[config.mk]
export PLATFORM = sky130hd
export DESIGN_NAME = mul_share_arbiter_flat
export DESIGN_NICKNAME = d
export VERILOG_FILES = /design/src/rtl/mul_share_arb_pkg.sv /design/src/rtl/mul_share_arbiter_if.sv /design/src/rtl/mul_share_arbiter_rr_grant.sv /design/src/rtl/mul_share_arbiter.sv /design/src/flat_wrapper.sv
export SDC_FILE = /design/constraint.sdc
export NUM_CORES = 1
export LEC_CHECK = 0
export ABC_AREA = 1
export BUFFER_PORTS_ARGS = -buffer_cell sky130_fd_sc_hd__buf_2
export CAP_MARGIN = 20
export CORE_ASPECT_RATIO = 0.75
export CORE_MARGIN = 4
export CORE_UTILIZATION = 26
export DETAILED_ROUTE_END_ITERATION = 7
export PLACE_DENSITY_LB_ADDON = 0.05
export SLEW_MARGIN = 20
export SYNTH_ARGS = -nofsm -noshare
export SYNTH_HDL_FRONTEND = slang
export SYNTH_SLANG_ARGS = --single-unit
[constraint.sdc]
create_clock -name clk -period 2.95 [get_ports clk]
set_clock_uncertainty 0.2 [all_clocks]
set_input_delay 0.4425 -clock clk [delete_from_list [all_inputs] [get_ports clk]]
set_output_delay 0.4425 -clock clk [all_outputs]
set_load 0.01 [all_outputs]
[src/rtl/mul_share_arb_pkg.sv]
// rtl/mul_share_arb_pkg.sv - shared types and defaults for the multiplier-sharing arbiter
package mul_share_arb_pkg;

  typedef enum logic [1:0] {
    IDLE = 2'd0,
    CALC = 2'd1,
    RESP = 2'd2
  } state_t;

  localparam int NREQ_DEFAULT = 4;
  localparam int W_DEFAULT    = 4;
  localparam int ID_W         = $clog2(NREQ_DEFAULT);

endpackage

[src/rtl/mul_share_arbiter_if.sv]
// rtl/mul_share_arbiter_if.sv - requester-side request/response bus of the multiplier-sharing arbiter
interface mul_share_arbiter_if #(
  parameter int NREQ = 4,
  parameter int W    = 4
);
  localparam int IDW = (NREQ > 1) ? $clog2(NREQ) : 1;

  logic [NREQ-1:0]   req_valid;
  logic [NREQ-1:0]   req_ready;
  logic [NREQ*W-1:0] req_a;
  logic [NREQ*W-1:0] req_b;
  logic [NREQ-1:0]   rsp_valid;
  logic [NREQ-1:0]   rsp_ready;
  logic [2*W-1:0]    rsp_prod;
  logic              busy;
  logic [IDW-1:0]    grant_id;

  modport master (
    output req_valid, req_a, req_b, rsp_ready,
    input  req_ready, rsp_valid, rsp_prod, busy, grant_id
  );

  modport slave (
    input  req_valid, req_a, req_b, rsp_ready,
    output req_ready, rsp_valid, rsp_prod, busy, grant_id
  );
endinterface

[src/rtl/mul_share_arbiter_rr_grant.sv]
// rtl/mul_share_arbiter_rr_grant.sv - combinational round-robin picker: first request at or after ptr
module rr_grant
  import mul_share_arb_pkg::*;
#(
  parameter int NREQ = NREQ_DEFAULT,
  parameter int IDW  = ID_W
) (
  input  logic [NREQ-1:0] req_i,
  input  logic [IDW-1:0]  ptr_i,
  output logic [NREQ-1:0] gnt_o,
  output logic [IDW-1:0]  gnt_id_o,
  output logic            any_o
);

  int   idx;
  logic found;

  always_comb begin
    idx      = 0;
    found    = 1'b0;
    gnt_id_o = '0;
    for (int i = 0; i < NREQ; i++) begin
      idx = int'(ptr_i) + i;
      if (idx >= NREQ) idx = idx - NREQ;
      if (!found && req_i[idx]) begin
        found    = 1'b1;
        gnt_id_o = IDW'(idx);
      end
    end
    any_o = found;
    gnt_o = found ? (NREQ'(1) << gnt_id_o) : '0;
  end

endmodule

[src/rtl/mul_share_arbiter.sv]
// rtl/mul_share_arbiter.sv - round-robin sharing of one registered W x W multiplier among NREQ requesters
// Optional op_count statistics port enabled by MUL_SHARE_ARB_STATS_EN.
module mul_share_arbiter
  import mul_share_arb_pkg::*;
#(
  parameter int NREQ = NREQ_DEFAULT,
  parameter int W    = W_DEFAULT
) (
  input  logic clk,
  input  logic rst,
  mul_share_arbiter_if.slave bus
`ifdef MUL_SHARE_ARB_STATS_EN
  ,
  output logic [15:0] op_count
`endif
);

  localparam int IDW = (NREQ > 1) ? $clog2(NREQ) : 1;

  state_t          state_q;
  logic [IDW-1:0]  ptr_q;
  logic [IDW-1:0]  gid_q;
  logic [W-1:0]    a_q;
  logic [W-1:0]    b_q;
  logic [2*W-1:0]  prod_q;
  logic [NREQ-1:0] rsp_valid_q;
  logic            busy_q;

  logic [NREQ-1:0] gnt;
  logic [IDW-1:0]  gnt_id;
  logic            gnt_any;
  logic            rsp_hs;
  logic [IDW-1:0]  ptr_d;

  rr_grant #(
    .NREQ (NREQ),
    .IDW  (IDW)
  ) u_rr_grant (
    .req_i    (bus.req_valid),
    .ptr_i    (ptr_q),
    .gnt_o    (gnt),
    .gnt_id_o (gnt_id),
    .any_o    (gnt_any)
  );

  // Accept strobe is combinational so the handshake completes in the grant cycle; masked during reset.
  assign bus.req_ready = (state_q == IDLE && !rst) ? gnt : '0;
  assign bus.rsp_valid = rsp_valid_q;
  assign bus.rsp_prod  = prod_q;
  assign bus.busy      = busy_q;
  assign bus.grant_id  = gid_q;

  assign rsp_hs = (state_q == RESP) && bus.rsp_ready[gid_q];
  assign ptr_d  = (gid_q == IDW'(NREQ - 1)) ? '0 : gid_q + 1'b1;

  always_ff @(posedge clk or posedge rst) begin
    if (rst) begin
      state_q     <= IDLE;
      ptr_q       <= '0;
      gid_q       <= '0;
      a_q         <= '0;
      b_q         <= '0;
      prod_q      <= '0;
      rsp_valid_q <= '0;
      busy_q      <= 1'b0;
    end else begin
      case (state_q)
        IDLE: begin
          if (gnt_any) begin
            a_q     <= bus.req_a[gnt_id*W +: W];
            b_q     <= bus.req_b[gnt_id*W +: W];
            gid_q   <= gnt_id;
            busy_q  <= 1'b1;
            state_q <= CALC;
          end
        end
        CALC: begin
          prod_q      <= {{W{1'b0}}, a_q} * {{W{1'b0}}, b_q};
          rsp_valid_q <= NREQ'(1) << gid_q;
          state_q     <= RESP;
        end
        RESP: begin
          if (rsp_hs) begin
            rsp_valid_q <= '0;
            busy_q      <= 1'b0;
            ptr_q       <= ptr_d;
            state_q     <= IDLE;
          end
        end
        default: state_q <= IDLE;
      endcase
    end
  end

`ifdef MUL_SHARE_ARB_STATS_EN
  logic [15:0] op_cnt_q;

  always_ff @(posedge clk or posedge rst) begin
    if (rst) begin
      op_cnt_q <= '0;
    end else if (rsp_hs) begin
      op_cnt_q <= op_cnt_q + 16'd1;
    end
  end

  assign op_count = op_cnt_q;
`endif

endmodule

[src/flat_wrapper.sv]
// flat-port wrapper written by rule: the top's interface ports become plain ports
module mul_share_arbiter_flat import mul_share_arb_pkg::*;
#(
  parameter int NREQ = NREQ_DEFAULT,
  parameter int W    = W_DEFAULT
)
  (clk, rst, bus_req_valid, bus_req_a, bus_req_b, bus_rsp_ready, bus_req_ready, bus_rsp_valid, bus_rsp_prod, bus_busy, bus_grant_id);
  mul_share_arbiter_if #(.NREQ(NREQ), .W(W)) bus_i ();
  input  logic clk;
  input  logic rst;
  input wire logic [$bits(bus_i.req_valid)-1:0] bus_req_valid;
  input wire logic [$bits(bus_i.req_a)-1:0] bus_req_a;
  input wire logic [$bits(bus_i.req_b)-1:0] bus_req_b;
  input wire logic [$bits(bus_i.rsp_ready)-1:0] bus_rsp_ready;
  output wire logic [$bits(bus_i.req_ready)-1:0] bus_req_ready;
  output wire logic [$bits(bus_i.rsp_valid)-1:0] bus_rsp_valid;
  output wire logic [$bits(bus_i.rsp_prod)-1:0] bus_rsp_prod;
  output wire logic [$bits(bus_i.busy)-1:0] bus_busy;
  output wire logic [$bits(bus_i.grant_id)-1:0] bus_grant_id;
  assign bus_i.req_valid = bus_req_valid;
  assign bus_i.req_a = bus_req_a;
  assign bus_i.req_b = bus_req_b;
  assign bus_i.rsp_ready = bus_rsp_ready;
  assign bus_req_ready = bus_i.req_ready;
  assign bus_rsp_valid = bus_i.rsp_valid;
  assign bus_rsp_prod = bus_i.rsp_prod;
  assign bus_busy = bus_i.busy;
  assign bus_grant_id = bus_i.grant_id;
  mul_share_arbiter #(.NREQ(NREQ), .W(W)) u_core (.clk(clk), .rst(rst), .bus(bus_i));
endmodule
; ---- Word level (Yosys, flattened, before mapping)
; Cells that the tools add are included.
[word_totals]
ff_bits = 27
in_bits = 42
out_inout_bits = 19
word_cells = 89
[op_classes]
n_addsub = 8
multipliers = 1
n_lt_le_gt_ge = 9
eq_ne = 5
shifts = 4
muxes = 37
n_reduce_logical = 17
[op_table]
columns = cell, n
row1 = "32-bit by 4-bit less-than comparator with 1-bit output, second input constant", 4
row2 = 32-bit two-way mux, 4
row3 = 16-bit by 5-bit variable part select with 4-bit output, 2
row4 = 1-bit two-way mux, 15
row5 = 2-bit two-way mux, 7
row6 = 4-bit two-way mux, 3
row7 = "3-bit by 3-bit subtractor with 4-bit output, second input constant", 3
row8 = 1-bit binary-select mux with 2-bit select, 5
row9 = "3-bit >= comparator, second input constant", 3
row10 = 4-bit by 4-bit multiplier with 8-bit output, 1
row11 = 4-bit one-hot mux with 2 select lines, 1
row12 = 2-bit AND reduction, 4
row13 = "1-bit by 2-bit left shift with 4-bit output, first input constant", 2
row14 = "2-bit by 2-bit adder with 3-bit output, second input constant", 2
row15 = 2-bit one-hot mux with 3 select lines, 1
row16 = 1-bit logical AND, 5
row17 = "2-bit equality test, second input constant", 2
row18 = 1-bit logical NOT, 4
row19 = "2-bit by 1-bit != test with 1-bit output, second input constant", 2
row20 = 2-bit nonzero test, 2
row21 = "2-bit by 3-bit subtractor with 4-bit output, second input constant", 1
row22 = "2-bit by 1-bit adder with 3-bit output, second input constant", 1
row23 = "2-bit by 3-bit >= comparator with 1-bit output, second input constant", 1
row24 = "2-bit by 3-bit less-than comparator with 1-bit output, second input constant", 1
row25 = other kinds (5), 5

; ---- Logic depth before layout (Yosys ltp)
; Gate-level depths: netlist of the first run.
[depth]
depth_word = 18
depth_mapped = 17

; ---- Hierarchy
; A second synthesis of the first run with hierarchy kept.
[hier_totals]
hier_cells = 330
hier_area_um2 = 2289.7
[modules_own_cells]
columns = module, instances, cells_each, area_per_inst_um2, seq_area_each_um2
row1 = mul_share_arbiter, 1, 256, 1896.8, 675.6
row2 = rr_grant, 1, 74, 392.9, 0.0

; ---- Worst setup path before layout of the first run
; No wires, ideal clock.
[synth_timing]
path_kind = register to register
startpoint = register u_core.a_q[0]
endpoint = register u_core.prod_q[7] (netlist: u_core.bus.rsp_prod[7])
setup_ns = 0.118
arrival_time_ns = 2.568
t_required_ns = 2.632
setup_slack_ns = 0.064
stages_incl_launch_ff = 15
n_path_buf = 0
period_less_slack_ns = 2.886
cell_sequence = dfrtp_1 -> nand2_1 -> fa_1 -> inv_1 -> fa_1 -> ha_1 -> nand2_1 -> nor2_1 -> a211oi_1 -> or2_2 -> nand2_1 -> a21oi_1 -> nand2_1 -> nand3_1 -> nand2_1
[synth_via]
elab_chain_len = 1
[synth_lines]
columns = item, line_no
row1 = "start, declared", mul_share_arbiter.sv:23  ; logic [W-1:0] a_q;
row2 = "start signal, assigned", mul_share_arbiter.sv:70  ; a_q <= bus.req_a[gnt_id*W +: W];
row3 = 4-bit by 4-bit multiplier with 8-bit output, mul_share_arbiter.sv:78  ; prod_q <= {{W{1'b0}}, a_q} * {{W{1'b0}}, b_q};
row4 = "end signal, assigned", mul_share_arbiter.sv:78
row5 = "end, declared", mul_share_arbiter.sv:25  ; logic [2*W-1:0] prod_q;
; Every way passes these cells.
; A chain may end at the register's enable or synchronous reset.

; ---- Worst setup path in the final report of the first run
[layout_timing]
startpoint = register u_core.a_q[2]
endpoint = register u_core.prod_q[7] (netlist: u_core.bus.rsp_prod[7])
; Same word-level chain as after synthesis.

==> results.py, run 1 <==
metrics = {
    "status": {
        "status": "completed",
    },
    "die": {
        "start_util_pct": 27.4,
        "pin_count": 61,
        "die_w_um": 115,
        "die-area_um2": 10100,
        "die_y_um": 88.0,
        "num_rows": 28,
        "core_um2": 8090,
    },
    "pwr": {
        "leakage_uw": 0.00171,
        "power_uw": 3310,
        "p_per_area_nw_per_um2": 1170,
        "vdd_ir_drop_max_mv": 0.350,
    },
    "drt": {
        "wl_met1_mm": 3.25,
        "post_drt_wl_per_cell_um": 11.9,
        "dr_wl_met3_um": 236,
        "dr.max_layer_used": "met4",
        "final_antenna_net_count": 0,
        "vias": 2225,
        "drt_iter0_drc": 76,
        "route.met2.wl_mm": 2.52,
        "wl_mm": 6.03,
        "vias_per_cell": 4.38,
        "drt_first_pass_iters": 4,
        "drc": 0,
    },
    "worst_setup_path": {
        "cp-end-kind": "flip-flop",
        "slowest_stage": "fa_1",
        "cp-start-kind": "flip-flop",
        "arrival_ns": 2.90,
        "worst-setup-path-type": "reg2reg",
        "crit_required_ns": 2.91,
        "setup.worst_path.start": "u_core.a_q[2]",
        "rrSetupSlack_ns": 0.01,
        "timing.rr.start": "u_core.a_q[2]",
        "worst-path-max-fanout": 2,
        "endpoint": "u_core.bus.rsp_prod[7]",
        "cpPeakStageDelay_ns": 0.55,
        "crit_chain": "nand2_2, fa_1, inv_2, fa_1, ha_1, nand2_1, nor2_2, a211oi_2, or2_4, nand2_2, a21oi_1, nand2_1, nand3_1, nand2_1",
        "rr_worst_depth": 14,
        "r2r-end": "u_core.bus.rsp_prod[7]",
        "cp_common_cell": "nand2_1",
    },
    "global_route": {
        "grt_pass1_vias": 2218,
        "grt_overflow": 0,
        "grt.total_usage_pct": 12.4,
        "grt_max_degree": 28,
        "grt_pass1_wl_mm": 10.3,
        "antenna_found_initial": 0,
    },
    "clocking": {
        "cts_tree": "done",
        "h-tree-depth": 1,
        "cts-buffers-inserted": 3,
        "clk_pin_slew_ns": 0.07,
        "clkLatencyLatePin_ns": 0.26,
        "clock_path_buffers": 2,
        "cts-root-buf": "clkbuf_16",
        "cts.sinks": 27,
    },
    "synthesis": {
        "yosysWarningCount": 0,
        "synth.avg_cell_area_um2": 6.71,
        "ys_ff_latch": 27,
        "synth_cell_types": 29,
        "syn_area_um2": 2220,
        "postSynthCellCount": 331,
        "synth_nets": 393,
        "ys_seq_area_share_pct": 30.4,
    },
    "place": {
        "place.gp.congestion": 0.765,
        "pre_cts_ws_ns": -0.0526,
        "port_buffers": 60,
        "dp_hpwl_mm": 4.79,
    },
    "sta": {
        "slew_violations": 0,
        "max_slew_margin_pct": 67.9,
        "hold_violations": 0,
        "period_needed_ns": 2.94,
        "setup_violations": 0,
        "rsz0062_at_grt": "yes",
        "fin_ws_ns": 0.0138,
        "hold_ws_ns": 0.166,
        "worst_slew_pin_slew_ns": 0.481,
        "fmax_mhz": 341,
        "fin_crit_sh_pct": 99.5,
    },
    "job": {
        "maxCapViolations": 0,
    },
    "final_layout": {
        "area.growth.synth_to_final_pct": 27.2,
        "antennaDiodeCount": 0,
        "nNetsFinal": 466,
        "drive_gt1_share_pct": 26.8,
        "num-fill-cells": 897,
    },
    "hold_path": {
        "min_path_type": "in2async",
    },
}
-- how the worst min path moves through the flow --
stage	from	slack, ns	to	cells past startpoint
4_1_cts	rst	0.19	u_core.bus.rsp_prod[3]	3
6_report	rst	0.17	u_core.bus.rsp_prod[5]	3
5_1_grt	rst	0.20	u_core.bus.rsp_prod[3]	3
3_3_place_gp	u_core.bus.rsp_prod[5]	0.26	u_core.bus.rsp_prod[5]	2
3_5_place_dp	u_core.bus.rsp_prod[5]	0.26	u_core.bus.rsp_prod[5]	2
2_1_floorplan	rst	0.31	u_core.a_q[0]	1
-- routing by layer --
metal,global-route usage [%],up-vias
met5,0,-
met4,1.92,0
met3,2.49,2
met2,19.1,35
met1,18.3,996
li1,-,1192
-- synthesized netlist by cell type (all sizes together) --
cell type  count  area share [%]
a211oi         1            0.34
xnor2          1            0.39
or2            1            0.28
a32o           1            0.45
a21o           1            0.34
clkbuf         1            0.17
dfrtp         27              30
nand4         17             4.8
nand2        169              29
ha            16             9.0
o21ai         15             3.5
nand3         12             3.7
nor3           4            0.90
nor2           5             1.2
buf            8             2.6
inv           42             7.3
a21oi          4            0.90
fa             4             3.6
nand3b         1            0.34
o22ai          1            0.28
-- sequential cells by signal (all words and copies together), names as in the netlist --
| register | cells |
|---|---|
| u_core.bus.rsp_valid | 4 |
| u_core.a_q | 4 |
| u_core.ptr_q | 2 |
| u_core.bus.grant_id | 2 |
| u_core.b_q | 4 |
| u_core.state_q | 2 |
| u_core.bus.busy | 1 |
| u_core.bus.rsp_prod | 8 |
-- cells by family after synthesis --
kind of cell               synth area share, %
buffers and inverters                     10.1
xor gates and xnor gates                 0.394
adders and majority gates                 12.6
AOI/OAI and AO/OA                         5.86
DFF                                       30.4
and+or+nand+nor                           40.6
-- cell type report --
cell class / instances / area (µm²) / share of cell area [%]
tap: 105 / 131 / 4.65
multi-input combinational: 253 / 1340 / 47.6
sequential: 27 / 677 / 24.0
clock inverter: 1 / 7.51 / 0.266
timing repair buffer: 77 / 428 / 15.1
inverter: 42 / 163 / 5.76
clock buffer: 3 / 75.1 / 2.66
-- timing repair --
| action | CTS | global route |
|---|---|---|
| setup buffers | 0 | 1 |
| gates cloned | 0 | 0 |
| endpoints found under the setup margin | 2 | 6 |
| gates resized for setup | 1 | 13 |
| hold buffers | 0 | 0 |
| pin swaps | 1 | 9 |
-- cell usage in the layout, fill, tap and decap left out, types with 2 or more instances in the layout --
cell type	netlist	layout
o21ai_1	0	2
dfrtp_1	27	26
a21oi_1	4	3
buf_4	0	17
nor2_1	4	3
nand3_2	2	2
o21ai_0	14	12
inv_2	4	7
nor3_1	4	4
nand2_2	4	7
nand2_1	164	161
clkbuf_16	0	3
buf_2	5	60
nand3_1	9	9
nand4_1	17	17
inv_1	37	34
ha_1	16	16
fa_1	4	3
-- critical path: cells and delay by family (launching register included) --
kind | cells | cell delay [ns]
and+or+nand+nor | 8 | 0.61
adders and majority gates | 3 | 1.33
AOI/OAI and AO/OA | 2 | 0.29
DFF | 1 | 0.37
buffers and inverters | 1 | 0.04
-- metrics by stage --
step | utilization [%] | cell area (µm²) | setup TNS (ns) | instances
6_report | 34.9 | 2830 | 0 | 508
3_5_place_dp | 33.5 | 2710 | -0.0723 | 503
2_1_floorplan | - | 2220 | 0 | 331
4_1_cts | 34.6 | 2800 | 0 | 507
3_3_place_gp | 33.5 | 2710 | -0.00347 | 503
5_1_grt | 34.9 | 2830 | -0.188 | 508
-- power breakdown --
part | switching (µW) | total (µW) | internal (µW)
clock network | 138 | 322 | 185
registers | 130 | 666 | 536
logic | 1480 | 2320 | 844
total | 1740 | 3310 | 1560
Note: power is estimated with default switching activity, not from simulation.
==> run 2: changes to the inputs <==
- BUFFER_PORTS_ARGS: -buffer_cell sky130_fd_sc_hd__buf_2 -> -buffer_cell sky130_fd_sc_hd__buf_4
- PLACE_DENSITY_LB_ADDON: 0.05 -> 0.1
==> run 2 against run 1 <==
Net effect: fmax up 1.2%; sequential power barely moved; routed wire length up 1.7%; sequential share of layout area fell by 1.3 points; total power grew 1.8%; sequential cell count stayed put; critical path type unchanged.
==> results.py, run 2 (synthesized netlist as in run 1, its figures left out) <==
metrics = {
    "worst_setup_path": {
        "worst-setup-path-type": "reg2reg",
        "crit_family": "adder cells",
        "cpPeakStageDelay_ns": 0.56,
        "crit_buf_inv": 1,
        "timing.rr.start": "u_core.b_q[1]",
        "crit_chain": "nand2_2, fa_1, inv_1, fa_1, ha_1, nand2_2, nor2_2, a211oi_2, or2_4, nand2_2, a21o_1, nand2_1, nand3_1, nand2_1",
        "crit_required_ns": 2.92,
        "rrSetupSlack_ns": 0.05,
        "rr_worst_depth": 14,
        "cp_common_cell": "nand2_2",
        "arrival_ns": 2.87,
        "cp-start-kind": "flip-flop",
        "slowest_stage": "fa_1",
        "r2r-end": "u_core.bus.rsp_prod[7]",
        "worst-path-max-fanout": 2,
        "cp-end-kind": "flip-flop",
    },
    "sta": {
        "hold_ws_ns": 0.283,
        "max_slew_margin_pct": 64.7,
        "slew_violations": 0,
        "setup_violations": 0,
        "fin_ws_ns": 0.0497,
        "hold_violations": 0,
        "worst_slew_pin_slew_ns": 0.528,
        "rsz0062_at_grt": "yes",
        "fmax_mhz": 345,
        "tns_ns": 0,
        "period_needed_ns": 2.90,
        "fin_crit_sh_pct": 98.3,
    },
    "global_route": {
        "grt_pass1_wl_mm": 10.3,
        "antenna_found_initial": 0,
        "grt_max_degree": 26,
        "grt_pass1_vias": 2197,
        "grt.total_usage_pct": 12.5,
        "grt_overflow": 0,
    },
    "drt": {
        "vias": 2232,
        "drt_first_pass_iters": 4,
        "final_antenna_net_count": 0,
        "wl_mm": 6.13,
        "vias_per_cell": 4.39,
        "drt_iter0_drc": 99,
        "post_drt_wl_per_cell_um": 12.0,
        "drc": 0,
    },
    "hold_path": {
        "whs_endpoint": "u_core.bus.rsp_prod[2]",
        "min_from": "u_core.bus.rsp_prod[2]",
        "hold_depth": 2,
        "min_path_type": "reg2reg",
    },
    "final_layout": {
        "final_cell_mix": "nand2_1 (161), buf_4 (77), inv_1 (37), dfrtp_1 (26), nand4_1 (17)",
        "nNetsFinal": 467,
        "mostFrequentLayoutCell": "nand2_1",
        "fin_area_um2": 2990,
        "num-fill-cells": 859,
        "register_area_um2": 677,
        "largest_reg_flops": 8,
        "multi_input_area_um2": 1350,
        "area.growth.synth_to_final_pct": 34.6,
        "utilization_pct": 37.0,
        "drive_gt1_share_pct": 26.0,
        "antennaDiodeCount": 0,
    },
    "place": {
        "placed_cell_area_um2": 2850,
        "dp_hpwl_mm": 4.94,
        "place.gp.congestion": 0.793,
        "pre_cts_ws_ns": -0.0458,
        "port_buffers": 60,
    },
    "clocking": {
        "cts-root-buf": "clkbuf_16",
        "clock_path_buffers": 2,
        "clk_pin_slew_ns": 0.08,
        "cts-buffers-inserted": 3,
        "cts.sinks": 27,
        "h-tree-depth": 1,
        "cts_tree": "done",
        "clkLatencyLatePin_ns": 0.27,
    },
    "pwr": {
        "leakage_uw": 0.00175,
        "vdd_ir_drop_max_mv": 0.396,
        "p_per_area_nw_per_um2": 1130,
    },
    "die": {
        "die_y_um": 88.0,
        "start_util_pct": 27.4,
        "num_rows": 28,
        "pin_count": 61,
        "die_w_um": 115,
        "die-area_um2": 10100,
        "core_um2": 8090,
    },
    "status": {
        "status": "completed",
    },
    "job": {
        "maxCapViolations": 0,
    },
}
## run 2: cell count changes in the layout (fill, tap and decap cells not counted)
cell	previous run	this run
buf_2	60	0
buf_4	17	77
inv_2	7	3
inv_1	34	37
o21ai_0	12	14
o21ai_1	2	0
dlygate4sd3_1	0	1
fa_1	3	4
fa_2	1	0
inv_4	0	1
nor3_1	4	3
nor3_2	0	1
## run 2: worst reg2reg max path, stage by stage, from the launching register on
cell and delay (ns):
dfrtp_1 0.35, nand2_2 0.07, fa_1 0.56, inv_1 0.06, fa_1 0.45, ha_1 0.31
nand2_2 0.06, nor2_2 0.12, a211oi_2 0.06, or2_4 0.24, nand2_2 0.07, a21o_1 0.11
nand2_1 0.04, nand3_1 0.06, nand2_1 0.05
## run 2: worst max path at each step
stage	endpoint	start	cells after the start	slack, ns
after detailed placement	u_core.bus.rsp_prod[7]	u_core.a_q[0]	14	-0.05
after global placement	u_core.bus.rsp_prod[7]	u_core.a_q[0]	14	0.02
after CTS	u_core.bus.rsp_prod[7]	u_core.b_q[1]	14	0.007
after global routing	u_core.bus.rsp_prod[7]	u_core.b_q[1]	14	-0.1
final	u_core.bus.rsp_prod[7]	u_core.b_q[1]	14	0.05
after floorplan	u_core.bus.rsp_prod[7]	u_core.a_q[0]	14	0.06
## run 2: area by class of cell
| type | instances | share of cell area, % |
|---|---|---|
| Multi-Input combinational cell | 253 | 45.0 |
| Sequential cell | 27 | 22.6 |
| Timing Repair Buffer | 78 | 19.7 |
| Inverter | 42 | 5.52 |
| Tap cell | 105 | 4.39 |
| Clock buffer | 3 | 2.51 |
| Clock inverter | 1 | 0.251 |
## run 2: repair_timing
action / in CTS / in global routing
hold buffers: 1 / 0
setup buffers: 0 / 3
endpoints found under the setup margin: 4 / 7
pin swaps: 3 / 2
resized for setup: 3 / 7
cloned: 0 / 0
endpoints found under the hold margin: 2 / 0
## run 2: metrics by stage
stage	power, µW	std cells
floorplan	2340	331
CTS	3350	506
global placement	3000	501
detailed placement	3010	501
global route	3790	509
finish	3370	509
## run 2: power breakdown
group | switching, µW | internal (µW) | leakage (µW) | total [µW]
Combinational | 1490 | 898 | 0.00137 | 2380
Clock | 135 | 185 | 0.0000371 | 320
Sequential | 127 | 536 | 0.000343 | 663
## run 2: layer usage
layer / vias up / wire [µm] / part of all wire (%) / global-route usage (%)
li1: 1192 / - / - / -
met1: 982 / 3220 / 53 / 18.5
met2: 56 / 2510 / 41 / 19.3
met3: 2 / 364 / 5.9 / 2.69
met4: 0 / 32 / 0.52 / 1.60
met5: - / 0 / 0 / 0
